[src/rtl/aes_xif_result_queue_pkg.sv]
// -----------------------------------------------------------------------------
// aes_coproc_pkg
// Shared types for the AES coprocessor XIF result queue.
//   XIF_ID_WIDTH / XIF_RFW_WIDTH : default id and result-data widths
//   RD_WIDTH                     : destination register index width
//   aes_res_entry_t              : one queued result {id, rd, we, data}
//   head_state_e                 : what the queue does with its head entry
//   head_state_decode()          : maps the per-id commit/kill bits to a state
// -----------------------------------------------------------------------------
package aes_coproc_pkg;

    localparam int XIF_ID_WIDTH  = 4;
    localparam int XIF_RFW_WIDTH = 32;
    localparam int RD_WIDTH      = 5;

    typedef struct packed {
        logic [XIF_ID_WIDTH-1:0]  id;
        logic [RD_WIDTH-1:0]      rd;
        logic                     we;
        logic [XIF_RFW_WIDTH-1:0] data;
    } aes_res_entry_t;

    typedef enum logic [1:0] {
        HEAD_WAIT = 2'd0,
        HEAD_SEND = 2'd1,
        HEAD_DROP = 2'd2
    } head_state_e;

    // Uncommitted ids wait; committed ids are either sent or silently dropped.
    function automatic head_state_e head_state_decode(input logic cmt, input logic kil);
        head_state_e st;
        case ({cmt, kil})
            2'b10:   st = HEAD_SEND;
            2'b11:   st = HEAD_DROP;
            default: st = HEAD_WAIT;
        endcase
        return st;
    endfunction

endpackage

[src/rtl/aes_xif_result_queue_if.sv]
// -----------------------------------------------------------------------------
// aes_xif_result_queue_if
// Bundles the three channels seen by the result queue:
//   eng_*    : AES engine result push (valid/ready + payload)
//   commit_* : XIF commit/kill strobe
//   result_* : XIF result handshake (valid/ready + payload)
//   count_o  : queue occupancy
// Modport slave is the queue's view, modport master the environment's view.
// -----------------------------------------------------------------------------
interface aes_xif_result_queue_if #(
    parameter int X_ID_WIDTH  = 4,
    parameter int X_RFW_WIDTH = 32,
    parameter int DEPTH       = 4
) ();

    logic                         eng_valid_i;
    logic                         eng_ready_o;
    logic [X_ID_WIDTH-1:0]        eng_id_i;
    logic [4:0]                   eng_rd_i;
    logic                         eng_we_i;
    logic [X_RFW_WIDTH-1:0]       eng_data_i;

    logic                         commit_valid_i;
    logic [X_ID_WIDTH-1:0]        commit_id_i;
    logic                         commit_kill_i;

    logic                         result_valid_o;
    logic                         result_ready_i;
    logic [X_ID_WIDTH-1:0]        result_id_o;
    logic [4:0]                   result_rd_o;
    logic                         result_we_o;
    logic [X_RFW_WIDTH-1:0]       result_data_o;

    logic [$clog2(DEPTH+1)-1:0]   count_o;

    modport slave (
        input  eng_valid_i, eng_id_i, eng_rd_i, eng_we_i, eng_data_i,
        output eng_ready_o,
        input  commit_valid_i, commit_id_i, commit_kill_i,
        output result_valid_o, result_id_o, result_rd_o, result_we_o, result_data_o,
        input  result_ready_i,
        output count_o
    );

    modport master (
        output eng_valid_i, eng_id_i, eng_rd_i, eng_we_i, eng_data_i,
        input  eng_ready_o,
        output commit_valid_i, commit_id_i, commit_kill_i,
        input  result_valid_o, result_id_o, result_rd_o, result_we_o, result_data_o,
        output result_ready_i,
        input  count_o
    );

endinterface

[src/rtl/aes_xif_result_queue_fifo.sv]
// -----------------------------------------------------------------------------
// aes_resq_fifo
// Synchronous circular FIFO of aes_res_entry_t.
//   clk_i, rst_i : clock, synchronous active-high reset (pointers only)
//   push_i/data_i: write data_i at the tail (ignored when full)
//   pop_i        : drop the head entry (ignored when empty)
//   head_o       : entry at the read pointer
//   count_o      : occupied entries; full_o / empty_o status
// Pointers carry one extra MSB so full and empty are distinguishable; they
// wrap modulo 2*DEPTH.
// -----------------------------------------------------------------------------
module aes_resq_fifo
    import aes_coproc_pkg::*;
#(
    parameter int DEPTH = 4
) (
    input  logic                     clk_i,
    input  logic                     rst_i,
    input  logic                     push_i,
    input  aes_res_entry_t           data_i,
    input  logic                     pop_i,
    output aes_res_entry_t           head_o,
    output logic [$clog2(DEPTH):0]   count_o,
    output logic                     full_o,
    output logic                     empty_o
);

    localparam int AW = $clog2(DEPTH);
    localparam int PW = AW + 1;

    aes_res_entry_t  mem_r [DEPTH];
    logic [PW-1:0]   wptr_r;
    logic [PW-1:0]   rptr_r;
    logic            full_s;
    logic            empty_s;
    logic            do_push_s;
    logic            do_pop_s;

    assign full_s    = (wptr_r[AW] != rptr_r[AW]) && (wptr_r[AW-1:0] == rptr_r[AW-1:0]);
    assign empty_s   = (wptr_r == rptr_r);
    assign do_push_s = push_i && !full_s;
    assign do_pop_s  = pop_i && !empty_s;

    // Read/write pointer update.
    always_ff @(posedge clk_i) begin
        if (rst_i) begin
            wptr_r <= {PW{1'b0}};
            rptr_r <= {PW{1'b0}};
        end else begin
            if (do_push_s) begin
                wptr_r <= wptr_r + PW'(1);
            end
            if (do_pop_s) begin
                rptr_r <= rptr_r + PW'(1);
            end
        end
    end

    // Entry storage; contents are don't-care until written.
    always_ff @(posedge clk_i) begin
        if (do_push_s) begin
            mem_r[wptr_r[AW-1:0]] <= data_i;
        end
    end

    assign head_o  = mem_r[rptr_r[AW-1:0]];
    assign count_o = wptr_r - rptr_r;
    assign full_o  = full_s;
    assign empty_o = empty_s;

endmodule

[src/rtl/aes_xif_result_queue.sv]
// -----------------------------------------------------------------------------
// aes_xif_result_queue
// In-order buffer between the AES datapath and the XIF result channel.
//   clk_i : clock
//   rst_i : synchronous active-high reset; drops all queued entries and
//           all commit/kill knowledge
//   bus   : aes_xif_result_queue_if.slave (engine push, commit strobe,
//           result handshake, occupancy)
// Results are held until their id is committed (sent on the result channel)
// or killed (popped silently, one cycle per entry).
// Optional build macro AES_RESQ_BYPASS_EN: when the queue is empty and the
// incoming result is already committed, it is presented combinationally in
// the same cycle; it is only stored if the consumer is not ready.
// -----------------------------------------------------------------------------
module aes_xif_result_queue
    import aes_coproc_pkg::*;
#(
    parameter int X_ID_WIDTH  = XIF_ID_WIDTH,
    parameter int X_RFW_WIDTH = XIF_RFW_WIDTH,
    parameter int DEPTH       = 4
) (
    input  logic                    clk_i,
    input  logic                    rst_i,
    aes_xif_result_queue_if.slave   bus
);

    localparam int NUM_IDS = 2 ** X_ID_WIDTH;
    localparam int CNT_W   = $clog2(DEPTH + 1);

    logic [NUM_IDS-1:0]       cmt_r;
    logic [NUM_IDS-1:0]       kil_r;

    aes_res_entry_t           push_entry_s;
    aes_res_entry_t           head_entry_s;
    logic                     push_s;
    logic                     pop_s;
    logic                     full_s;
    logic                     empty_s;
    logic [CNT_W-1:0]         count_s;
    logic                     eng_ready_s;
    logic                     bypass_s;
    head_state_e              head_state_s;

    logic                     clr_valid_s;
    logic [X_ID_WIDTH-1:0]    clr_id_s;

    logic                     res_valid_s;
    logic [X_ID_WIDTH-1:0]    res_id_s;
    logic [RD_WIDTH-1:0]      res_rd_s;
    logic                     res_we_s;
    logic [X_RFW_WIDTH-1:0]   res_data_s;

    assign push_entry_s.id   = bus.eng_id_i;
    assign push_entry_s.rd   = bus.eng_rd_i;
    assign push_entry_s.we   = bus.eng_we_i;
    assign push_entry_s.data = bus.eng_data_i;

    assign eng_ready_s = !full_s && !rst_i;

    aes_resq_fifo #(
        .DEPTH (DEPTH)
    ) u_fifo (
        .clk_i   (clk_i),
        .rst_i   (rst_i),
        .push_i  (push_s),
        .data_i  (push_entry_s),
        .pop_i   (pop_s),
        .head_o  (head_entry_s),
        .count_o (count_s),
        .full_o  (full_s),
        .empty_o (empty_s)
    );

`ifdef AES_RESQ_BYPASS_EN
    // Only ids committed in an earlier cycle qualify; a same-cycle commit
    // still goes through the queue.
    assign bypass_s = empty_s && eng_ready_s && bus.eng_valid_i &&
                      cmt_r[bus.eng_id_i] && !kil_r[bus.eng_id_i];
`else
    assign bypass_s = 1'b0;
`endif

    // Classify the head entry from the registered commit/kill bits.
    always_comb begin
        head_state_s = HEAD_WAIT;
        if (empty_s) begin
            head_state_s = HEAD_WAIT;
        end else begin
            head_state_s = head_state_decode(cmt_r[head_entry_s.id], kil_r[head_entry_s.id]);
        end
    end

    // Result presentation, pop and per-id clear decisions.
    always_comb begin
        res_valid_s = 1'b0;
        res_id_s    = {X_ID_WIDTH{1'b0}};
        res_rd_s    = {RD_WIDTH{1'b0}};
        res_we_s    = 1'b0;
        res_data_s  = {X_RFW_WIDTH{1'b0}};
        pop_s       = 1'b0;
        clr_valid_s = 1'b0;
        clr_id_s    = {X_ID_WIDTH{1'b0}};
        if (bypass_s) begin
            res_valid_s = 1'b1;
            res_id_s    = bus.eng_id_i;
            res_rd_s    = bus.eng_rd_i;
            res_we_s    = bus.eng_we_i;
            res_data_s  = bus.eng_data_i;
            clr_valid_s = bus.result_ready_i;
            clr_id_s    = bus.eng_id_i;
        end else begin
            case (head_state_s)
                HEAD_SEND: begin
                    res_valid_s = 1'b1;
                    res_id_s    = head_entry_s.id;
                    res_rd_s    = head_entry_s.rd;
                    res_we_s    = head_entry_s.we;
                    res_data_s  = head_entry_s.data;
                    pop_s       = bus.result_ready_i;
                    clr_valid_s = bus.result_ready_i;
                    clr_id_s    = head_entry_s.id;
                end
                HEAD_DROP: begin
                    pop_s       = 1'b1;
                    clr_valid_s = 1'b1;
                    clr_id_s    = head_entry_s.id;
                end
                default: begin
                    pop_s       = 1'b0;
                end
            endcase
        end
    end

    // A bypassed result that is accepted at once never enters the queue.
    always_comb begin
        push_s = 1'b0;
        if (bypass_s && bus.result_ready_i) begin
            push_s = 1'b0;
        end else begin
            push_s = bus.eng_valid_i && eng_ready_s;
        end
    end

    // Per-id commit/kill bits; a same-cycle commit overrides the pop clear.
    always_ff @(posedge clk_i) begin
        if (rst_i) begin
            cmt_r <= {NUM_IDS{1'b0}};
            kil_r <= {NUM_IDS{1'b0}};
        end else begin
            if (clr_valid_s) begin
                cmt_r[clr_id_s] <= 1'b0;
                kil_r[clr_id_s] <= 1'b0;
            end
            if (bus.commit_valid_i) begin
                cmt_r[bus.commit_id_i] <= 1'b1;
                kil_r[bus.commit_id_i] <= bus.commit_kill_i;
            end
        end
    end

    assign bus.eng_ready_o    = eng_ready_s;
    assign bus.result_valid_o = res_valid_s;
    assign bus.result_id_o    = res_id_s;
    assign bus.result_rd_o    = res_rd_s;
    assign bus.result_we_o    = res_we_s;
    assign bus.result_data_o  = res_data_s;
    assign bus.count_o        = count_s;

endmodule

[src/flat_wrapper.sv]
// flat-port wrapper written by rule: the top's interface ports become plain ports
module aes_xif_result_queue_flat import aes_coproc_pkg::*;
#(
    parameter int X_ID_WIDTH  = XIF_ID_WIDTH,
    parameter int X_RFW_WIDTH = XIF_RFW_WIDTH,
    parameter int DEPTH       = 4
)
  (clk_i, rst_i, bus_eng_valid_i, bus_eng_id_i, bus_eng_rd_i, bus_eng_we_i, bus_eng_data_i, bus_eng_ready_o, bus_commit_valid_i, bus_commit_id_i, bus_commit_kill_i, bus_result_valid_o, bus_result_id_o, bus_result_rd_o, bus_result_we_o, bus_result_data_o, bus_result_ready_i, bus_count_o);
  aes_xif_result_queue_if #(.X_ID_WIDTH(X_ID_WIDTH), .X_RFW_WIDTH(X_RFW_WIDTH), .DEPTH(DEPTH)) bus_i ();
  input  logic clk_i;
  input  logic rst_i;
  input wire logic [$bits(bus_i.eng_valid_i)-1:0] bus_eng_valid_i;
  input wire logic [$bits(bus_i.eng_id_i)-1:0] bus_eng_id_i;
  input wire logic [$bits(bus_i.eng_rd_i)-1:0] bus_eng_rd_i;
  input wire logic [$bits(bus_i.eng_we_i)-1:0] bus_eng_we_i;
  input wire logic [$bits(bus_i.eng_data_i)-1:0] bus_eng_data_i;
  output wire logic [$bits(bus_i.eng_ready_o)-1:0] bus_eng_ready_o;
  input wire logic [$bits(bus_i.commit_valid_i)-1:0] bus_commit_valid_i;
  input wire logic [$bits(bus_i.commit_id_i)-1:0] bus_commit_id_i;
  input wire logic [$bits(bus_i.commit_kill_i)-1:0] bus_commit_kill_i;
  output wire logic [$bits(bus_i.result_valid_o)-1:0] bus_result_valid_o;
  output wire logic [$bits(bus_i.result_id_o)-1:0] bus_result_id_o;
  output wire logic [$bits(bus_i.result_rd_o)-1:0] bus_result_rd_o;
  output wire logic [$bits(bus_i.result_we_o)-1:0] bus_result_we_o;
  output wire logic [$bits(bus_i.result_data_o)-1:0] bus_result_data_o;
  input wire logic [$bits(bus_i.result_ready_i)-1:0] bus_result_ready_i;
  output wire logic [$bits(bus_i.count_o)-1:0] bus_count_o;
  assign bus_i.eng_valid_i = bus_eng_valid_i;
  assign bus_i.eng_id_i = bus_eng_id_i;
  assign bus_i.eng_rd_i = bus_eng_rd_i;
  assign bus_i.eng_we_i = bus_eng_we_i;
  assign bus_i.eng_data_i = bus_eng_data_i;
  assign bus_eng_ready_o = bus_i.eng_ready_o;
  assign bus_i.commit_valid_i = bus_commit_valid_i;
  assign bus_i.commit_id_i = bus_commit_id_i;
  assign bus_i.commit_kill_i = bus_commit_kill_i;
  assign bus_result_valid_o = bus_i.result_valid_o;
  assign bus_result_id_o = bus_i.result_id_o;
  assign bus_result_rd_o = bus_i.result_rd_o;
  assign bus_result_we_o = bus_i.result_we_o;
  assign bus_result_data_o = bus_i.result_data_o;
  assign bus_i.result_ready_i = bus_result_ready_i;
  assign bus_count_o = bus_i.count_o;
  aes_xif_result_queue #(.X_ID_WIDTH(X_ID_WIDTH), .X_RFW_WIDTH(X_RFW_WIDTH), .DEPTH(DEPTH)) u_core (.clk_i(clk_i), .rst_i(rst_i), .bus(bus_i));
endmodule
[config.mk]
export PLATFORM = sky130hd
export DESIGN_NAME = aes_xif_result_queue_flat
export DESIGN_NICKNAME = d
export VERILOG_FILES = /design/src/rtl/aes_xif_result_queue_pkg.sv /design/src/rtl/aes_xif_result_queue_if.sv /design/src/rtl/aes_xif_result_queue_fifo.sv /design/src/rtl/aes_xif_result_queue.sv /design/src/flat_wrapper.sv
export SDC_FILE = /design/constraint.sdc
export NUM_CORES = 1
export LEC_CHECK = 0
export CAP_MARGIN = 5
export CORE_MARGIN = 2
export CORE_UTILIZATION = 50
export DETAILED_ROUTE_END_ITERATION = 16
export MAX_ROUTING_LAYER = met4
export PLACE_DENSITY = 0.71
export SYNTH_ARGS = -nofsm -noshare
export SYNTH_HDL_FRONTEND = slang
export SYNTH_HIERARCHICAL = 1
export SYNTH_SLANG_ARGS = --single-unit
[constraint.sdc]
create_clock -name clk_i -period 3.4 [get_ports clk_i]
set_input_delay 0.85 -clock clk_i [delete_from_list [all_inputs] [get_ports clk_i]]
set_output_delay 0.85 -clock clk_i [all_outputs]
set_load 0.02 [all_outputs]
==> key figures <==
Run status
  • Status: finished with violations
  • Violated checks: setup timing

Power and ir drop
  • Sequential power share: between 50% and 60%
  • NetSw: between 1 and 1.5 mW
  • Clock share of power: between 30% and 40%
  • Worst VDD drop: 458.8 uV
  • Leakage: 3.678 nW
  • Pwr Density: roughly 500 nW/um2
  • Power Total: approximately 5.5 mW
  • P_int: 4.285 mW
  • Sw Share: between 20% and 30%
  • Comb power frac: 11.5%

STA
  • Final cycle utilization of the critical path: 119.9%
  • Final hold violation count: 0
  • Slew @ Worst Pin: 0.5958 ns
  • Minimum clock period: 4.078 ns
  • Unrepaired setup endpoints after global routing: true
  • Clk_skew: 0.008356 ns
  • Worst setup margin: -0.6782 ns
  • Final setup fails: 50
  • Relative slew slack: between 60 and 70%
  • TNS Setup: -27.35 ns
  • Maximum clock rate: between 0.2 and 0.25 GHz
  • Final Max Tran Viols: 0

Placed design
  • Dpl cells: ~840
  • DP HPWL: 11.51 mm
  • Input/output buffers: 98
  • Area after DPL: 10,180 um2
  • GP Congestion: a little under 0.9

Logic synthesis
  • Post-synth top area share: between 50% and 60%
  • Net Count, Synth: about 570
  • Ys Warns: 6
  • Area contributors post-synth: edfxtp_1 (59%), mux4_2 (11%), dfxtp_1 (9.3%), and2_1 (3.4%), o21ai_0 (1.9%)
  • Sequential cell area fraction in the yosys report: between 60% and 70%
  • Seq cells post-synth: 208
  • Async set-reset flop share out of synthesis: 0%
  • Most common flop cell mapped by yosys: edfxtp_1
  • Mapped cell area: around 8600 um2
  • Mapped Cells: slightly above 500
  • Top post-synthesis cells by count: edfxtp_1 (168), and2_1 (47), mux4_2 (43), dfxtp_1 (40), o21ai_0 (32)
  • Avg Cell Area, Syn: 16.94 um2
  • Most numerous cell in the Yosys netlist: edfxtp_1
  • Unique masters post-synth: 47
  • Number of synthesized flops with an enable pin: about 170
  • Yosys top cell by area: edfxtp_1

Worst setup path
  • CP Data Arrival Time: roughly 3.2 ns
  • CP required: around 2.6 ns
  • CP Cell Sequence: mux4_2, buf_6, mux4_2, o2111ai_2, buf_4, a21oi_2, ha_4, buf_12, and2_2, buf_6
  • Crit. End Element: output port
  • Setup CP Type: reg2out
  • Delay-heaviest family, CP: multiplexers
  • Startpoint Class: register
  • Max incr delay on CP: between 0.6 and 0.7 ns
  • Slowest-stage cell, CP: mux4_2
  • CP max FO: 18
  • CP Buf/Inv Count: 4

Routing
  • DR vias: 5,078
  • DRC viols: 0
  • Drt via density: 5.757
  • Per-cell routed wire length: 20.56 um
  • Drt pass-1 iters: 5
  • Final wirelength: around 18 mm
  • Post-route ant nets: 0
  • Initial DRC count: approximately 440

CTS
  • H-tree levels: 1
  • CTS tree: done
  • Clock buffer count from CTS: 21
  • Root Buffer: clkbuf_16
  • Clock latency on the worst-skew pair: around 0.49 ns
  • Clock Sinks: 208
  • Reg clk slew, reported paths: roughly 0.06 ns
  • CTS Buffer Depth: 3

Floorplanning
  • Die Wd: 134.9 um
  • Full die area: about 18,000 um2
  • Core ar.: 16,640 um2
  • Num ports: 99
  • Starting Density: roughly 51%
  • Num rows: 47
  • Chip height: roughly 130 um

Finish
  • Antenna cells: 0
  • Layout area overhead: 29.08%
  • Finished Layout Cells: a little under 900
  • Share of cells above drive strength 1: between 30% and 40%
  • Final net count: 710
  • Design area: 11,060 um2

Global route
  • GR Overflow Total: 0
  • Antenna violations before repair: 0
  • GRT met2 Usage: between 30% and 40%
  • Tot GR Track Use: 20.64%
  • GRT Max-Usage Layer: met2
  • Met1 usage: 26.89%
  • Pin count of the biggest net entering global routing: 43
  • First-pass GRT wire length: 28.06 mm
  • Met3 GRT Util: around 3.2%
  • Number of global-route vias before repair: ~5,200

Hold path
  • Hold WC Path Type: reg2reg
  • HP Start: u_core/cmt_r[14]

Flow run
  • Max Cap Viol: 0
power by group through the flow:
stage          Clock (mW)  Sequential (mW)  Combinational, mW
3_5_place_dp            0             2.90              0.595
2_1_floorplan           0             2.90              0.349
4_1_cts              2.07             2.85              0.614
5_1_grt              2.17             2.85              0.675
3_3_place_gp            0             2.90              0.583
6_report             2.03             2.85              0.635
flip-flops by register name, summed over array words and instances (netlist names), named ones only:
signal,cells
u_core/u_fifo/mem_r,168
u_core/cmt_r,16
u_core/u_fifo/wptr_r,3
u_core/kil_r,16
u_core/u_fifo/rptr_r,3
worst paths after layout:
path	end	slack, ns	cells past startpoint
hold / removal	u_core/cmt_r[14]	0.47	2
setup reg to reg	u_core/u_fifo/rptr_r[2]	-0.14	12
hold reg to reg	u_core/cmt_r[14]	0.47	2
setup / recovery	bus_result_id_o[3]	-0.68	10
layer usage:
| layer | vias up | wire (um) |
|---|---|---|
| li1 | 2297 | - |
| met1 | 2584 | 7328 |
| met2 | 179 | 9447 |
| met3 | 18 | 1158 |
| met4 | 0 | 203 |
| met5 | - | 0 |
cells by family after synthesis:
group,after synthesis,share of synthesized area (%)
AOI/OAI and AO/OA,84,6.496
xor gates and xnor gates,3,0.3942
adders and majority gates,10,1.547
buffers and inverters,33,2.058
DFF,208,68.20
muxes,55,13.65
and+or+nand+nor,113,7.650
stage by stage:
stage / setup WS, ns / hold WS [ns] / util, %
global route: -0.7619 / 0.4900 / 66.48
CTS: -0.7674 / 0.4762 / 65.38
global placement: -0.5989 / 0.4632 / 61.18
finish: -0.6782 / 0.4652 / 66.48
floorplan: -0.1857 / 0.4489 / -
detailed placement: -0.6600 / 0.4680 / 61.18
worst register-to-register path: stages (launching register included):
cell     delay [ns]
dfxtp_4        0.36
mux4_2         0.64
mux4_2         0.50
mux2i_2        0.21
mux2i_2        0.13
a21bo_1        0.24
ha_4           0.19
buf_12         0.15
a21o_1         0.16
nor2b_4        0.29
nand2_1        0.11
or3_1          0.33
a31oi_1        0.16
timing repair:
item                                    in CTS  in global routing
gates resized for setup                    256                 78
hold buffers                                 0                  0
pin swaps                                    0                  6
endpoints found under the setup margin      69                 80
setup buffers                                3                  4
cells in the final DEF, fill, tap and decap left out, types with 4 or more instances in the layout:
master,count
ha_1,7
nand3b_1,4
clkbuf_16,21
o21ai_1,21
clkdlybuf4s50_1,55
clkbuf_1,7
edfxtp_1,168
clkinv_1,6
o32a_1,4
a21oi_1,15
mux4_2,48
o21ai_2,4
inv_1,5
nand2_1,18
buf_6,49
o21ai_0,7
nand4b_1,5
nor2_1,8
and2_2,5
mux2i_1,4
dfxtp_1,38
o2111ai_2,14
or3_1,4
buf_4,38
and2_4,42
buf_12,4
nand3_1,7
cell type report:
cell class	count	area, um2
Clock buffer	28	551.8
Clock inverter	9	42.54
Fill cell	1121	5579
Inverter	6	22.52
Multi-Input combinational cell	265	2853
Sequential cell	208	5851
Tap cell	220	275.3
Timing Repair Buffer	146	1468
Note: power is estimated with default switching activity, not from simulation.
